$ cat src/rtl/tsp_instruction_fetch.sv
// Instruction fetch front end for the TSP core: streams words out of the
// single-port instruction memory into a small prefetch FIFO feeding decode.
module tsp_instruction_fetch #(
  parameter int                ADDR_W     = 10,
  parameter int                DATA_W     = 32,
  parameter int                FIFO_DEPTH = 4,
  parameter logic [ADDR_W-1:0] START_ADDR = '0,
  parameter logic [5:0]        HALT_OP    = 6'h3F
) (
  input  logic              clk,
  input  logic              rst_n,
  input  logic              start,
  input  logic              redirect_valid,
  input  logic [ADDR_W-1:0] redirect_addr,
  output logic              imem_en,
  output logic [ADDR_W-1:0] imem_addr,
  input  logic [DATA_W-1:0] imem_rdata,
  output logic              instr_valid,
  input  logic              instr_ready,
  output logic [DATA_W-1:0] instr_data,
  output logic [ADDR_W-1:0] instr_pc,
  output logic              busy,
  output logic              halted
);

  localparam int PTR_W = $clog2(FIFO_DEPTH);
  localparam int CNT_W = PTR_W + 1;
  localparam logic [CNT_W-1:0] DEPTH_C = CNT_W'(FIFO_DEPTH);

  typedef enum logic [1:0] {S_IDLE, S_FETCH, S_HALT} state_t;

  state_t            state;
  logic [ADDR_W-1:0] pc;
  logic              epoch;
  logic              in_flight;
  logic              in_flight_epoch;
  logic [ADDR_W-1:0] in_flight_pc;

  logic [DATA_W-1:0] fifo_data [FIFO_DEPTH];
  logic [ADDR_W-1:0] fifo_pc   [FIFO_DEPTH];
  logic [PTR_W-1:0]  wr_ptr;
  logic [PTR_W-1:0]  rd_ptr;
  logic [CNT_W-1:0]  count;

  logic              flush;
  logic [CNT_W-1:0]  credit_used;
  logic              issue;
  logic              enq;
  logic              deq;
  logic              halt_hit;

  // Start and redirect both restart the stream; neither issues a read that cycle.
  assign flush       = redirect_valid || start;
  assign credit_used = count + CNT_W'(in_flight);
  assign issue       = (state == S_FETCH) && !flush && (credit_used < DEPTH_C);

  // A returning word is kept only if it belongs to the current epoch and
  // fetching has not stopped or restarted since it was issued.
  assign enq      = in_flight && (in_flight_epoch == epoch) && (state == S_FETCH) && !flush;
  assign deq      = instr_valid && instr_ready;
  assign halt_hit = enq && (imem_rdata[DATA_W-1 -: 6] == HALT_OP);

  always_ff @(posedge clk or negedge rst_n) begin
    if (!rst_n) begin
      state           <= S_IDLE;
      pc              <= START_ADDR;
      epoch           <= 1'b0;
      in_flight       <= 1'b0;
      in_flight_epoch <= 1'b0;
      in_flight_pc    <= '0;
      wr_ptr          <= '0;
      rd_ptr          <= '0;
      count           <= '0;
    end else begin
      in_flight <= issue;
      if (issue) begin
        in_flight_epoch <= epoch;
        in_flight_pc    <= pc;
      end

      if (redirect_valid) begin
        state <= S_FETCH;
        pc    <= redirect_addr;
        epoch <= ~epoch;
      end else if (start) begin
        state <= S_FETCH;
        pc    <= START_ADDR;
        epoch <= ~epoch;
      end else begin
        if (issue)    pc    <= pc + 1'b1;
        if (halt_hit) state <= S_HALT;
      end

      if (flush) begin
        wr_ptr <= '0;
        rd_ptr <= '0;
        count  <= '0;
      end else begin
        if (enq) wr_ptr <= wr_ptr + 1'b1;
        if (deq) rd_ptr <= rd_ptr + 1'b1;
        case ({enq, deq})
          2'b10:   count <= count + 1'b1;
          2'b01:   count <= count - 1'b1;
          default: count <= count;
        endcase
      end
    end
  end

  // NOTE: the FIFO storage has no reset; instr_valid gates everything read from it.
  always_ff @(posedge clk) begin
    if (enq) begin
      fifo_data[wr_ptr] <= imem_rdata;
      fifo_pc[wr_ptr]   <= in_flight_pc;
    end
  end

  assign imem_en     = issue;
  assign imem_addr   = pc;
  assign instr_valid = (count != '0);
  assign instr_data  = instr_valid ? fifo_data[rd_ptr] : '0;
  assign instr_pc    = instr_valid ? fifo_pc[rd_ptr]   : '0;
  assign busy        = (state == S_FETCH);
  assign halted      = (state == S_HALT);

endmodule

$ cat config.mk
export PLATFORM = sky130hd
export DESIGN_NAME = tsp_instruction_fetch
export DESIGN_NICKNAME = d
export VERILOG_FILES = /design/src/rtl/tsp_instruction_fetch.sv
export SDC_FILE = /design/constraint.sdc
export NUM_CORES = 1
export LEC_CHECK = 0
export CAP_MARGIN = 10
export CELL_PAD_IN_SITES_DETAIL_PLACEMENT = 0
export CELL_PAD_IN_SITES_GLOBAL_PLACEMENT = 1
export CORE_UTILIZATION = 39
export CTS_CLUSTER_SIZE = 24
export DETAILED_ROUTE_END_ITERATION = 16
export DONT_BUFFER_PORTS = 1
export PLACE_DENSITY_LB_ADDON = 0.1
export SETUP_SLACK_MARGIN = 0.02
export SLEW_MARGIN = 10
export SYNTH_ARGS = -nofsm -noshare
export SYNTH_HDL_FRONTEND = slang
export SYNTH_SLANG_ARGS = --single-unit
$ cat constraint.sdc
create_clock -name clk -period 3.38 [get_ports clk]
set_clock_uncertainty 0.05 [all_clocks]
set_input_delay 0.676 -clock clk [delete_from_list [all_inputs] [get_ports clk]]
set_output_delay 0.676 -clock clk [all_outputs]
set_load 0.03 [all_outputs]
==> flow_summary.json <==
{
  "hold_viol_final": 0,
  "place_area_mm2": 0.00851,
  "numPortBuffers": 0,
  "ys_types": 52,
  "cp-startpoint": "state[1]$_DFFE_PN0P_",
  "layout-drive-gt1-share": 0.237,
  "clkSinkCount": 200,
  "drt_iter0_markers": 142,
  "leakage_uw": 0.00306,
  "via_per_inst": 5.32,
  "seq_area_mm2": 0.00585,
  "crit_path_start_kind": "flop",
  "place_ws_ns": 0.709,
  "cts-root-buf": "clkbuf_16",
  "r2r_end": "count[2]$_DFFE_PN0P_",
  "vdd_drop_max_mv": 0.336,
  "rrSetupSlack_ns": 0.94,
  "async_reset_ff_frac": 0.160,
  "power_density_mw_per_mm2": 583,
  "n_antenna_cell": 0,
  "syn_nets": 485,
  "dieWidth_um": 146,
  "status": "complete, no violations",
  "fin_crit_ns": 3.05,
  "synth_top_area_share": 0.623,
  "clk_path_buf_depth": 2,
  "placed_cells": 692,
  "coreArea_mm2": 0.0203,
  "ys_warn_count": 0,
  "synth_area_mm2": 0.00810,
  "wl_per_cell_um": 22.1,
  "max_freq_mhz": 328,
  "overflow": 0,
  "ioPinCount": 103,
  "critPathMaxFanout": 12,
  "cap_violations": 0,
  "setup_violations": 0,
  "fin_tns_setup_ns": 0,
  "antenna_found_initial": 0,
  "worstSkewPairLatency_ns": 0.44,
  "required_ns": 2.65,
  "syn_inst": 432,
  "arrival_ns": 2.32,
  "multi_input_area_mm2": 0.00214,
  "fin_area_mm2": 0.00912,
  "synth_area_leader_cell": "edfxtp_1",
  "end_kind": "primary output",
  "via_count": 3857,
  "timing.rr.start": "epoch$_DFFE_PN0P_",
  "grt_max_degree": 45,
  "place.gp.congestion": 0.699,
  "synthTopCellsByCount": "edfxtp_1 (168), and2_1 (46), mux4_2 (42)",
  "initial_core_util": 0.399,
  "nNetsFinal": 495,
  "drc": 0,
  "rsz0062_at_grt": "false",
  "post-dp-hpwl_um": 10100,
  "synth_edf_count": 168,
  "period_share": 0.901,
  "n_fill_cell": 1786,
  "grt_pass1_vias": 4215,
  "worst_slack_ns": 0.334,
  "grt_usage": 0.162,
  "hp-class": "in -> async",
  "fp.dieH_um": 146,
  "drv_slew": 0,
  "ant_nets": 0,
  "whs_ns": 0.0141,
  "postCtsSetupBuffers": 0,
  "ff2ff_path_depth": 7,
  "ys_ff_latch": 200,
  "grt_pass1_wl_um": 25000,
  "num_rows": 52,
  "routed_wl_um": 16000,
  "syn_area_per_cell_um2": 18.8,
  "area_delta_synth_final_pct": 12.6,
  "finalNonFillerCells": 725,
  "clk_pin_slew_worst_paths_ns": 0.08,
  "cts_tree": "yes",
  "synth_most_common_cell": "edfxtp_1",
  "synthTopCellsByArea": "edfxtp_1 (62%), mux4_2 (12%), dfrtp_1 (9.9%)",
  "die_area_mm2": 0.0213,
  "crit_end": "imem_en",
  "dr.pass1.iters": 4,
  "h-tree-depth": 4,
  "slew_headroom": 0.367,
  "worstSetupPathType": "reg -> out",
  "synth_ff_type": "edfxtp_1",
  "tightest_slew_ns": 0.949,
  "cts_buffers": 17,
  "yosysSeqAreaShare": 0.722
}
==> cell type report <==
cell class,instances,share of cell area
clock inverter,14,0.0181
multi-input combinational,204,0.235
timing repair buffer,13,0.0189
sequential,200,0.642
clock buffer,18,0.0471
tap,270,0.0370
inverter,6,0.00247
==> worst max-delay path, stage by stage (launching register included) <==
cell,delay (ns)
dfrtp_1,0.41
and2b_1,0.45
a21boi_4,0.36
nand2_2,0.32
inv_1,0.17
buf_4,0.17
==> state kept, by name (all words and copies together), names as in the netlist <==
signal / cells
imem_addr: 10
epoch: 1
in_flight_epoch: 1
in_flight: 1
wr_ptr: 2
in_flight_pc: 10
state: 2
fifo_data: 128
rd_ptr: 2
fifo_pc: 40
count: 3
==> cells in the final DEF, fill, tap and decap left out, types with 2 or more instances in the layout <==
master,Yosys,layout
bufinv_16,0,2
a31oi_1,3,3
buf_4,0,7
nand4b_1,2,2
and3_2,0,4
dfrtp_1,32,30
nor2_1,6,6
mux2_1,2,2
nand3_1,8,8
mux4_2,42,42
nor3_1,2,2
and2_1,46,46
and4_1,5,5
a31o_2,2,2
a21oi_1,8,8
buf_12,0,6
clkbuf_16,0,17
clkinv_4,0,3
nand4_1,2,2
inv_1,6,6
o21ai_1,4,4
inv_8,0,4
a22oi_1,3,3
a32oi_1,2,2
nand2_1,11,11
o211ai_1,3,3
edfxtp_1,168,168
inv_6,0,2
xor2_1,3,3
ha_1,5,5
or3_1,3,2
o22a_1,2,2
xnor2_1,4,4
mux2_4,9,9
==> through the flow <==
stage	utilization	power, uW
2_1_floorplan	-	3230
3_3_place_gp	0.419	3330
3_5_place_dp	0.419	3340
4_1_cts	0.449	5370
5_1_grt	0.449	5490
6_report	0.449	5310
==> kinds of logic after synthesis <==
logic type               Yosys count  synth area share
adder cells (fa/ha/maj)            6            0.0102
buffers and inverters             28            0.0147
XOR/XNOR                           7           0.00757
multiplexers                      54             0.137
AND/OR/NAND/NOR                   98            0.0726
flip-flops                       200             0.722
AO/OA/AOI/OAI                     39            0.0358
==> layer usage <==
| layer | up-vias | global-route usage | share of wire |
|---|---|---|---|
| met5 | - | 0 | 0 |
| met4 | 0 | 0.0563 | 0.015 |
| met3 | 19 | 0.0516 | 0.062 |
| met2 | 87 | 0.267 | 0.49 |
| met1 | 2017 | 0.201 | 0.43 |
| li1 | 1734 | - | - |
==> worst min path at each step <==
stage	start	end	slack, ns	cells past startpoint
2_1_floorplan	rst_n	count[0]$_DFFE_PN0P_	0.33	0
3_3_place_gp	rst_n	imem_addr[8]$_DFFE_PN0P_	0.33	0
3_5_place_dp	rst_n	imem_addr[8]$_DFFE_PN0P_	0.33	0
4_1_cts	rst_n	imem_addr[8]$_DFFE_PN0P_	0.009	1
5_1_grt	rst_n	imem_addr[5]$_DFFE_PN0P_	0.005	1
6_report	rst_n	imem_addr[5]$_DFFE_PN0P_	0.01	1
==> what timing repair did <==
item / CTS / global route
endpoints found under the hold margin: 32 / 0
gates resized for setup: 0 / 0
hold buffers: 1 / 0
==> report_power, final <==
group,internal [uW],total [uW],switching (uW)
clock network,1110,2030,913
registers,2770,2880,106
logic,146,405,259
total,4030,5310,1280
Power figures use the tool's default switching activity.
